--- config.mk ---
export PLATFORM = sky130hd
export DESIGN_NAME = seq_mac
export DESIGN_NICKNAME = d
export VERILOG_FILES = /design/src/rtl/seq_mac.sv
export SDC_FILE = /design/constraint.sdc
export NUM_CORES = 1
export LEC_CHECK = 0
export BUFFER_PORTS_ARGS = -buffer_cell sky130_fd_sc_hd__buf_4
export CORE_AREA = 2 2 266 268
export DETAILED_ROUTE_END_ITERATION = 8
export DIE_AREA = 0 0 268 270
export GPL_ROUTABILITY_DRIVEN = 0
export PLACE_DENSITY = 0.47
export REMOVE_ABC_BUFFERS = 1
export SLEW_MARGIN = 15
export SYNTH_ARGS = -nofsm -noshare
export SYNTH_HDL_FRONTEND = slang
export SYNTH_SLANG_ARGS = --single-unit
--- constraint.sdc ---
create_clock -name clk -period 5.25 [get_ports clk]
set_clock_uncertainty 0.2 [all_clocks]
set_input_delay 0.2625 -clock clk [delete_from_list [all_inputs] [get_ports clk]]
set_output_delay 0.2625 -clock clk [all_outputs]
set_load 0.02 [all_outputs]
--- src/rtl/seq_mac.sv ---
// seq_mac: multiply-accumulate over up to NUM_TERMS {wt, x} word pairs read
// from a memory with one cycle of read latency. The final sum is presented
// at full precision on acc and reduced to WORD_SIZE bits on opt, either
// clamped (SATURATE=1) or truncated (SATURATE=0).
//
// state | meaning
// IDLE  | waiting for start; result outputs hold the last completion
// FETCH | one read per cycle; data from the previous cycle's read is summed
// DRAIN | no read; the pair returned for the last address is summed
// DONE  | one-cycle finish pulse; result registers were loaded on entry
module seq_mac #(
    parameter int WORD_SIZE  = 16,
    parameter int BUS_WIDTH  = 32,
    parameter int ADDR_WIDTH = 16,
    parameter int NUM_TERMS  = 12,
    parameter int SATURATE   = 1,
    localparam int LEN_W     = $clog2(NUM_TERMS + 1),
    localparam int ACC_W     = 2 * WORD_SIZE + $clog2(NUM_TERMS)
) (
    input  logic                  clk,
    input  logic                  rst_n,
    input  logic                  start,
    input  logic                  signed_mode,
    input  logic [ADDR_WIDTH-1:0] base_addr,
    input  logic [LEN_W-1:0]      len,
    output logic                  rd,
    output logic [ADDR_WIDTH-1:0] address,
    input  logic [BUS_WIDTH-1:0]  bus,
    output logic                  busy,
    output logic                  finish,
    output logic [WORD_SIZE-1:0]  opt,
    output logic [ACC_W-1:0]      acc,
    output logic                  ovf
);

    typedef enum logic [1:0] {IDLE, FETCH, DRAIN, DONE} state_t;

    state_t                state_q, state_d;
    logic [ADDR_WIDTH-1:0] addr_q, addr_d;
    logic [LEN_W-1:0]      cnt_q, cnt_d;
    logic                  sm_q, sm_d;
    logic                  vld_q, vld_d;
    logic [ACC_W-1:0]      sum_q, sum_d;
    logic [ACC_W-1:0]      acc_q, acc_d;
    logic [WORD_SIZE-1:0]  opt_q, opt_d;
    logic                  ovf_q, ovf_d;

    logic [LEN_W-1:0]            len_c;
    logic [WORD_SIZE-1:0]        wt, x;
    logic [2*WORD_SIZE-1:0]      prod_u;
    logic signed [2*WORD_SIZE-1:0] prod_s;
    logic [ACC_W-1:0]            prod_ext, sum_next;
    logic                        fits;
    logic [WORD_SIZE-1:0]        clamp_v;

    assign len_c = (len > LEN_W'(NUM_TERMS)) ? LEN_W'(NUM_TERMS) : len;
    assign wt    = bus[BUS_WIDTH-1:WORD_SIZE];
    assign x     = bus[WORD_SIZE-1:0];

    // Product of the pair on the bus, widened to the accumulator, and the running sum.
    always_comb begin
        prod_u   = {{WORD_SIZE{1'b0}}, wt} * {{WORD_SIZE{1'b0}}, x};
        prod_s   = $signed({{WORD_SIZE{wt[WORD_SIZE-1]}}, wt}) *
                   $signed({{WORD_SIZE{x[WORD_SIZE-1]}}, x});
        prod_ext = sm_q ? {{(ACC_W-2*WORD_SIZE){prod_s[2*WORD_SIZE-1]}}, prod_s}
                        : {{(ACC_W-2*WORD_SIZE){1'b0}}, prod_u};
        sum_next = sum_q + prod_ext;
    end

    // Range check of the final sum against the opt range and the clamp value to use.
    always_comb begin
        if (sm_q) begin
            fits    = (sum_next[ACC_W-1:WORD_SIZE-1] == '0) ||
                      (sum_next[ACC_W-1:WORD_SIZE-1] == '1);
            clamp_v = sum_next[ACC_W-1] ? {1'b1, {(WORD_SIZE-1){1'b0}}}
                                        : {1'b0, {(WORD_SIZE-1){1'b1}}};
        end else begin
            fits    = (sum_next[ACC_W-1:WORD_SIZE] == '0);
            clamp_v = '1;
        end
    end

    // Next-state logic; the sum advances whenever read data arrived this cycle.
    always_comb begin
        state_d = state_q;
        addr_d  = addr_q;
        cnt_d   = cnt_q;
        sm_d    = sm_q;
        sum_d   = vld_q ? sum_next : sum_q;
        acc_d   = acc_q;
        opt_d   = opt_q;
        ovf_d   = ovf_q;
        vld_d   = (state_q == FETCH);
        case (state_q)
            IDLE: begin
                if (start) begin
                    sm_d  = signed_mode;
                    sum_d = '0;
                    cnt_d = len_c;
                    if (len_c != '0) begin
                        addr_d  = base_addr;
                        state_d = FETCH;
                    end else begin
                        acc_d   = '0;
                        opt_d   = '0;
                        ovf_d   = 1'b0;
                        state_d = DONE;
                    end
                end
            end
            FETCH: begin
                if (cnt_q == LEN_W'(1)) begin
                    state_d = DRAIN;
                end else begin
                    cnt_d  = cnt_q - LEN_W'(1);
                    addr_d = addr_q + ADDR_WIDTH'(1);
                end
            end
            DRAIN: begin
                acc_d   = sum_next;
                opt_d   = (fits || (SATURATE == 0)) ? sum_next[WORD_SIZE-1:0] : clamp_v;
                ovf_d   = ~fits;
                state_d = DONE;
            end
            DONE: begin
                state_d = IDLE;
            end
            default: begin
                state_d = IDLE;
            end
        endcase
    end

    // State and datapath registers.
    always_ff @(posedge clk or negedge rst_n) begin
        if (!rst_n) begin
            state_q <= IDLE;
            addr_q  <= '0;
            cnt_q   <= '0;
            sm_q    <= 1'b0;
            vld_q   <= 1'b0;
            sum_q   <= '0;
            acc_q   <= '0;
            opt_q   <= '0;
            ovf_q   <= 1'b0;
        end else begin
            state_q <= state_d;
            addr_q  <= addr_d;
            cnt_q   <= cnt_d;
            sm_q    <= sm_d;
            vld_q   <= vld_d;
            sum_q   <= sum_d;
            acc_q   <= acc_d;
            opt_q   <= opt_d;
            ovf_q   <= ovf_d;
        end
    end

    assign rd      = (state_q == FETCH);
    assign address = addr_q;
    assign busy    = (state_q != IDLE);
    assign finish  = (state_q == DONE);
    assign opt     = opt_q;
    assign acc     = acc_q;
    assign ovf     = ovf_q;

endmodule

## Word level (Yosys, flattened, before mapping)

Cells that the tools add are included.
Widths: inputs -> output; s select.

- Output and inout bits: 72
- Bits in registers: 113
- Input port bits: 56
- Word-level logic and storage cells: 68

- Eq/ne operators: 10
- Order comparisons: 1
- $add $sub $neg: 3
- Muxes and demuxes: 29
- Bitwise gates (word level): 1
- Reduce and logical (&&, ||, !) cells: 13
- Multipliers: 2

Operators by type and width:

| cell | number |
|---|---|
| $mux 36 | 6 |
| $mux 16 | 8 |
| $pmux 36 s2 | 1 |
| $mul 16x16->32 | 2 |
| $pmux 16 s2 | 2 |
| $add 36x36->36 | 1 |
| $eq 21x21->1 const B | 1 |
| $logic_not 21->1 | 1 |
| $logic_not 20->1 | 1 |
| $add 16x1->16 const B | 1 |
| $mux 4 | 3 |
| $ne 2x2->1 const B | 4 |
| $pmux 2 s4 | 1 |
| $pmux 4 s2 | 1 |
| $mux 2 | 3 |
| $reduce_and 3->1 | 2 |
| $reduce_bool 2->1 | 3 |
| $eq 2x2->1 const B | 2 |
| $eq 4x1->1 const B | 1 |
| $gt 4x4->1 const B | 1 |
| $reduce_and 2->1 | 2 |
| $reduce_and 4->1 | 1 |
| $reduce_bool 4->1 | 1 |
| $sub 4x1->4 const B | 1 |
| 7 further kinds | 9 |

## Depth between registers and ports, before layout

- Word-level depth: 8
- Mapped depth: 41
- Mapped depth without buffers: 38

## Worst setup path before layout

OpenSTA, ideal clock, no wires.

- Path type: input -> register
- Start: in bus[1]
- End: reg opt_q[10] (netlist: opt[10])
- Setup time: 0.148 ns
- Data arrival time: 8.744 ns
- Data required time: 4.902 ns
- Buffers on the path: 2
- Setup slack: -3.842 ns
- Stages on the path: 38
- Path through: clkbuf_1 -> nand2_1 -> fa_1 -> fa_1 -> inv_1 -> fa_1 -> inv_1 -> fa_1 -> inv_1 -> fa_1 -> inv_1 -> fa_1 -> inv_1 -> ha_1 -> o21ai_0 -> nand2b_1 -> a21o_1 -> nand3_1 -> [... 2 more ...] -> a311oi_1 -> or3_1 -> o21ai_0 -> xnor2_1 -> o21ai_0 -> ha_1 -> a21o_1 -> a31oi_1 -> nand2_1 -> o21ai_0 -> a21o_2 -> xnor2_1 -> or4_1 -> nor4_2 -> and4bb_1 -> o2bb2ai_2 -> buf_12 -> a22oi_2

- Cells in the longest elaborated chain, start to end: 8
- Elaborated cells on any way between the ends: 13
- Classes of those cells: add/sub: 1; mul: 2; eq/ne: 1; mux: 6; reduce/logical: 3

RTL lines:

| element | RTL line | RTL |
|---|---|---|
| start, declared | 28 | `input logic [BUS_WIDTH-1:0] bus,` |
| $mul 16x16->32 (on tied branches) | 62, 63 |  |
| $mux 36 (*) | 65 | `prod_ext = sm_q ? {{(ACC_W-2*WORD_SIZE){prod_s[2*WORD_SIZE-1]}}, prod_s}` |
| $add 36x36->36 (*) | 67 | `sum_next = sum_q + prod_ext;` |
| $eq 21x21->1 or $logic_not 21->1 (tied branches) | 74, 73 |  |
| $logic_or 1x1->1 | 73 | `fits = (sum_next[ACC_W-1:WORD_SIZE-1] == '0) \|\|` |
| $mux 1 | 72 | `if (sm_q) begin` |
| $mux 16 (*) | 121 | `opt_d = (fits \|\| (SATURATE == 0)) ? sum_next[WORD_SIZE-1:0] : clamp_v;` |
| $pmux 16 s2 (*) | 94 | `case (state_q)` |
| end signal, assigned | 154 | `opt_q <= opt_d;` |
| end, declared | 45 | `logic [WORD_SIZE-1:0] opt_q, opt_d;` |

Mark *: on every way between the ends. The rest lies on a longest branch, timed or not.
A chain may end at the register's enable or synchronous reset.

## Worst setup path after layout

- Start: in bus[5]
- End: reg opt_q[1] (netlist: opt[1])

The elaborated chain is that of the path after synthesis.

==> results.json <==
{
  "synth_area_mm2": 0.0221,
  "grt_pass1_wl_um": 110000,
  "worst_pin_slew_ns": 0.923,
  "grt_antenna_before_repair": 1,
  "violations": "setup timing",
  "grt_max_degree": 69,
  "syn_to_final_growth_pct": 38.9,
  "instances_no_fill": 4092,
  "final_util_pct": 44.2,
  "worstPathArrival_ns": 8.89,
  "start_util_pct": 31.8,
  "dieWidth_um": 268,
  "boundaryPins": 128,
  "core_mm2": 0.0695,
  "layout-drive-gt1-share_pct": 31.3,
  "ant_nets": 0,
  "synth_edf_count": 0,
  "cp_data_required_time_ns": 5.31,
  "routed_via_density": 4.73,
  "grt_pass1_vias": 21000,
  "synth_common_cells": "inv_1 (508), fa_1 (363), nand2_1 (259)",
  "chipHeight_um": 270,
  "drc": 0,
  "synth_top_cell_by_area": "fa_1",
  "synth-seq-cells": 113,
  "nFillCells": 6779,
  "async_reset_ff_share_pct": 100,
  "maxSlewViolCount": 0,
  "overflow": 0,
  "setup_viol": 73,
  "clock-sinks": 113,
  "maxCapViolations": 0,
  "hold_viol": 0,
  "path_clk_slew_ns": 0.06,
  "grt_usage_pct": 18.7,
  "seq_area_frac_synth_pct": 12.8,
  "nNetsFinal": 3756,
  "synthCells": 2488,
  "diodes": 0,
  "clock.fmax_mhz": 113,
  "finalInstanceArea_mm2": 0.0307,
  "root_buffer": "clkbuf_16",
  "dp.cells": 3977,
  "end_kind": "flop",
  "synth_area_leaders": "fa_1 (33%), dfrtp_1 (13%), ha_1 (11%), inv_1 (8.6%), nand2_1 (4.4%)",
  "yosysWarnings": 0,
  "cts_buffer_depth": 2,
  "totalWireLength_um": 66000,
  "row_count": 97,
  "outcome": "complete, but fails checks",
  "clock_latency_ns": 0.43,
  "port-buffer-count": 127,
  "critical_path_class": "in -> reg",
  "post-synth-top-count-cell": "inv_1",
  "period_minus_slack_ns": 8.82,
  "hp-class": "in -> reg",
  "tritoncts": "done",
  "drtPass1Iterations": 5,
  "drt_iter0_drc": 812,
  "cts_max_level": 4,
  "wire_per_inst_um": 16.1,
  "place_area_mm2": 0.0278,
  "slew_headroom_pct": 38.5,
  "ys.flop_type": "dfrtp_1",
  "startpoint_type": "input port",
  "worst_slack_ns": -3.57,
  "numCtsBuffers": 17,
  "grt_setup_unrepaired": "true",
  "ys_types": 80,
  "syn-mean-instance-area_um2": 8.89,
  "dpl.hpwl_um": 55500,
  "max_stage_delay_ns": 0.56,
  "crit_fanout": 8,
  "cpMaxStageDelayCell": "fa_1",
  "yosys.area.top_type_share_pct": 32.9,
  "finalCritPeriodShare_pct": 168,
  "num_vias": 19300,
  "die_area_mm2": 0.0724
}
-- path summary, 6_finish.rpt --
kind	start	to	slack, ns	cells after the start
worst max register to register	sm_q	opt[1]	0.44	16
min in group asynchronous	rst_n	address[0]	0.27	2
worst min register to register	acc[2]	acc[2]	0.29	2
worst max-delay path	bus[5]	opt[1]	-3.57	39
max in group asynchronous	rst_n	sm_q	3.30	3
worst min-delay path	len[1]	cnt_q[1]	0.04	5
-- layout make-up --
class,count,area [µm²],share of cell area [%]
sequential,113,2830,9.21
multi-input combinational,1775,18400,59.7
timing repair buffer,724,5880,19.1
clock buffer,18,439,1.43
tap,940,1180,3.83
clock inverter,14,130,0.424
inverter,508,1910,6.21
-- metal layers --
layer  part of all wire (%)  GRT usage (%)  vias up
met5                      0              0        -
met2                     52           33.2      246
met1                     44           24.9     9762
met3                    2.2           1.42       66
li1                       -              -     9269
met4                    1.9           3.91        0
-- stage by stage --
stage	worst slack (ns)	hold slack, ns	TNS (ns)
detailed placement	-4.50	0.216	-232.06
finish	-3.57	0.0408	-168.71
CTS	-3.64	0.0300	-170.90
global route	-3.90	0.0780	-191.41
global placement	-4.44	0.218	-230.17
floorplan	-3.94	-0.233	-161.18
-- kinds of logic (layout without fill, tap and decap cells) --
kind of cell               Yosys count  after routing  share of synthesized area [%]
and+or+nand+nor                    653            653                           14.4
adders and majority gates          561            561                           44.1
xor gates and xnor gates            88             88                           3.49
DFF                                113            113                           12.8
muxes                               39             39                           1.78
buffers and inverters              600           1264                           10.3
AOI/OAI and AO/OA                  434            434                           13.2
-- state kept, by name (all words and copies together) (netlist names) --
signal / count
sm_q: 1
opt: 16
sum_q: 36
ovf: 1
cnt_q: 4
address: 16
acc: 36
state_q: 2
vld_q: 1
-- critical path: cells and delay by family --
kind                       cells  cell delay, ns
adders and majority gates      8            3.58
AOI/OAI and AO/OA             14            2.35
and+or+nand+nor                7            1.64
buffers and inverters         10            1.01
-- cell usage in the layout (no fill, tap or decap), types with 22 or more instances in the layout --
cell	count
fa_1	357
a21o_1	40
ha_1	177
o21ai_0	49
o21ai_2	22
buf_6	49
a21oi_1	89
mux2i_1	37
inv_1	495
buf_4	638
xor2_1	22
a21oi_2	25
nand2_1	248
xnor2_1	52
nor2_1	94
dfrtp_1	111
a22o_1	28
nand3_1	24
nand2b_1	27
and2_1	104
-- repair_timing --
item                       CTS  global route
resized for setup          285           100
gates cloned                 1             0
hold endpoints to repair    81             0
setup endpoints to repair   74            74
buffers inserted            51            25
pin swaps                  166            57
hold buffers                18             0
Power is not shown: default switching activity piles up to over one toggle a cycle in this logic, so the estimate is an artifact.
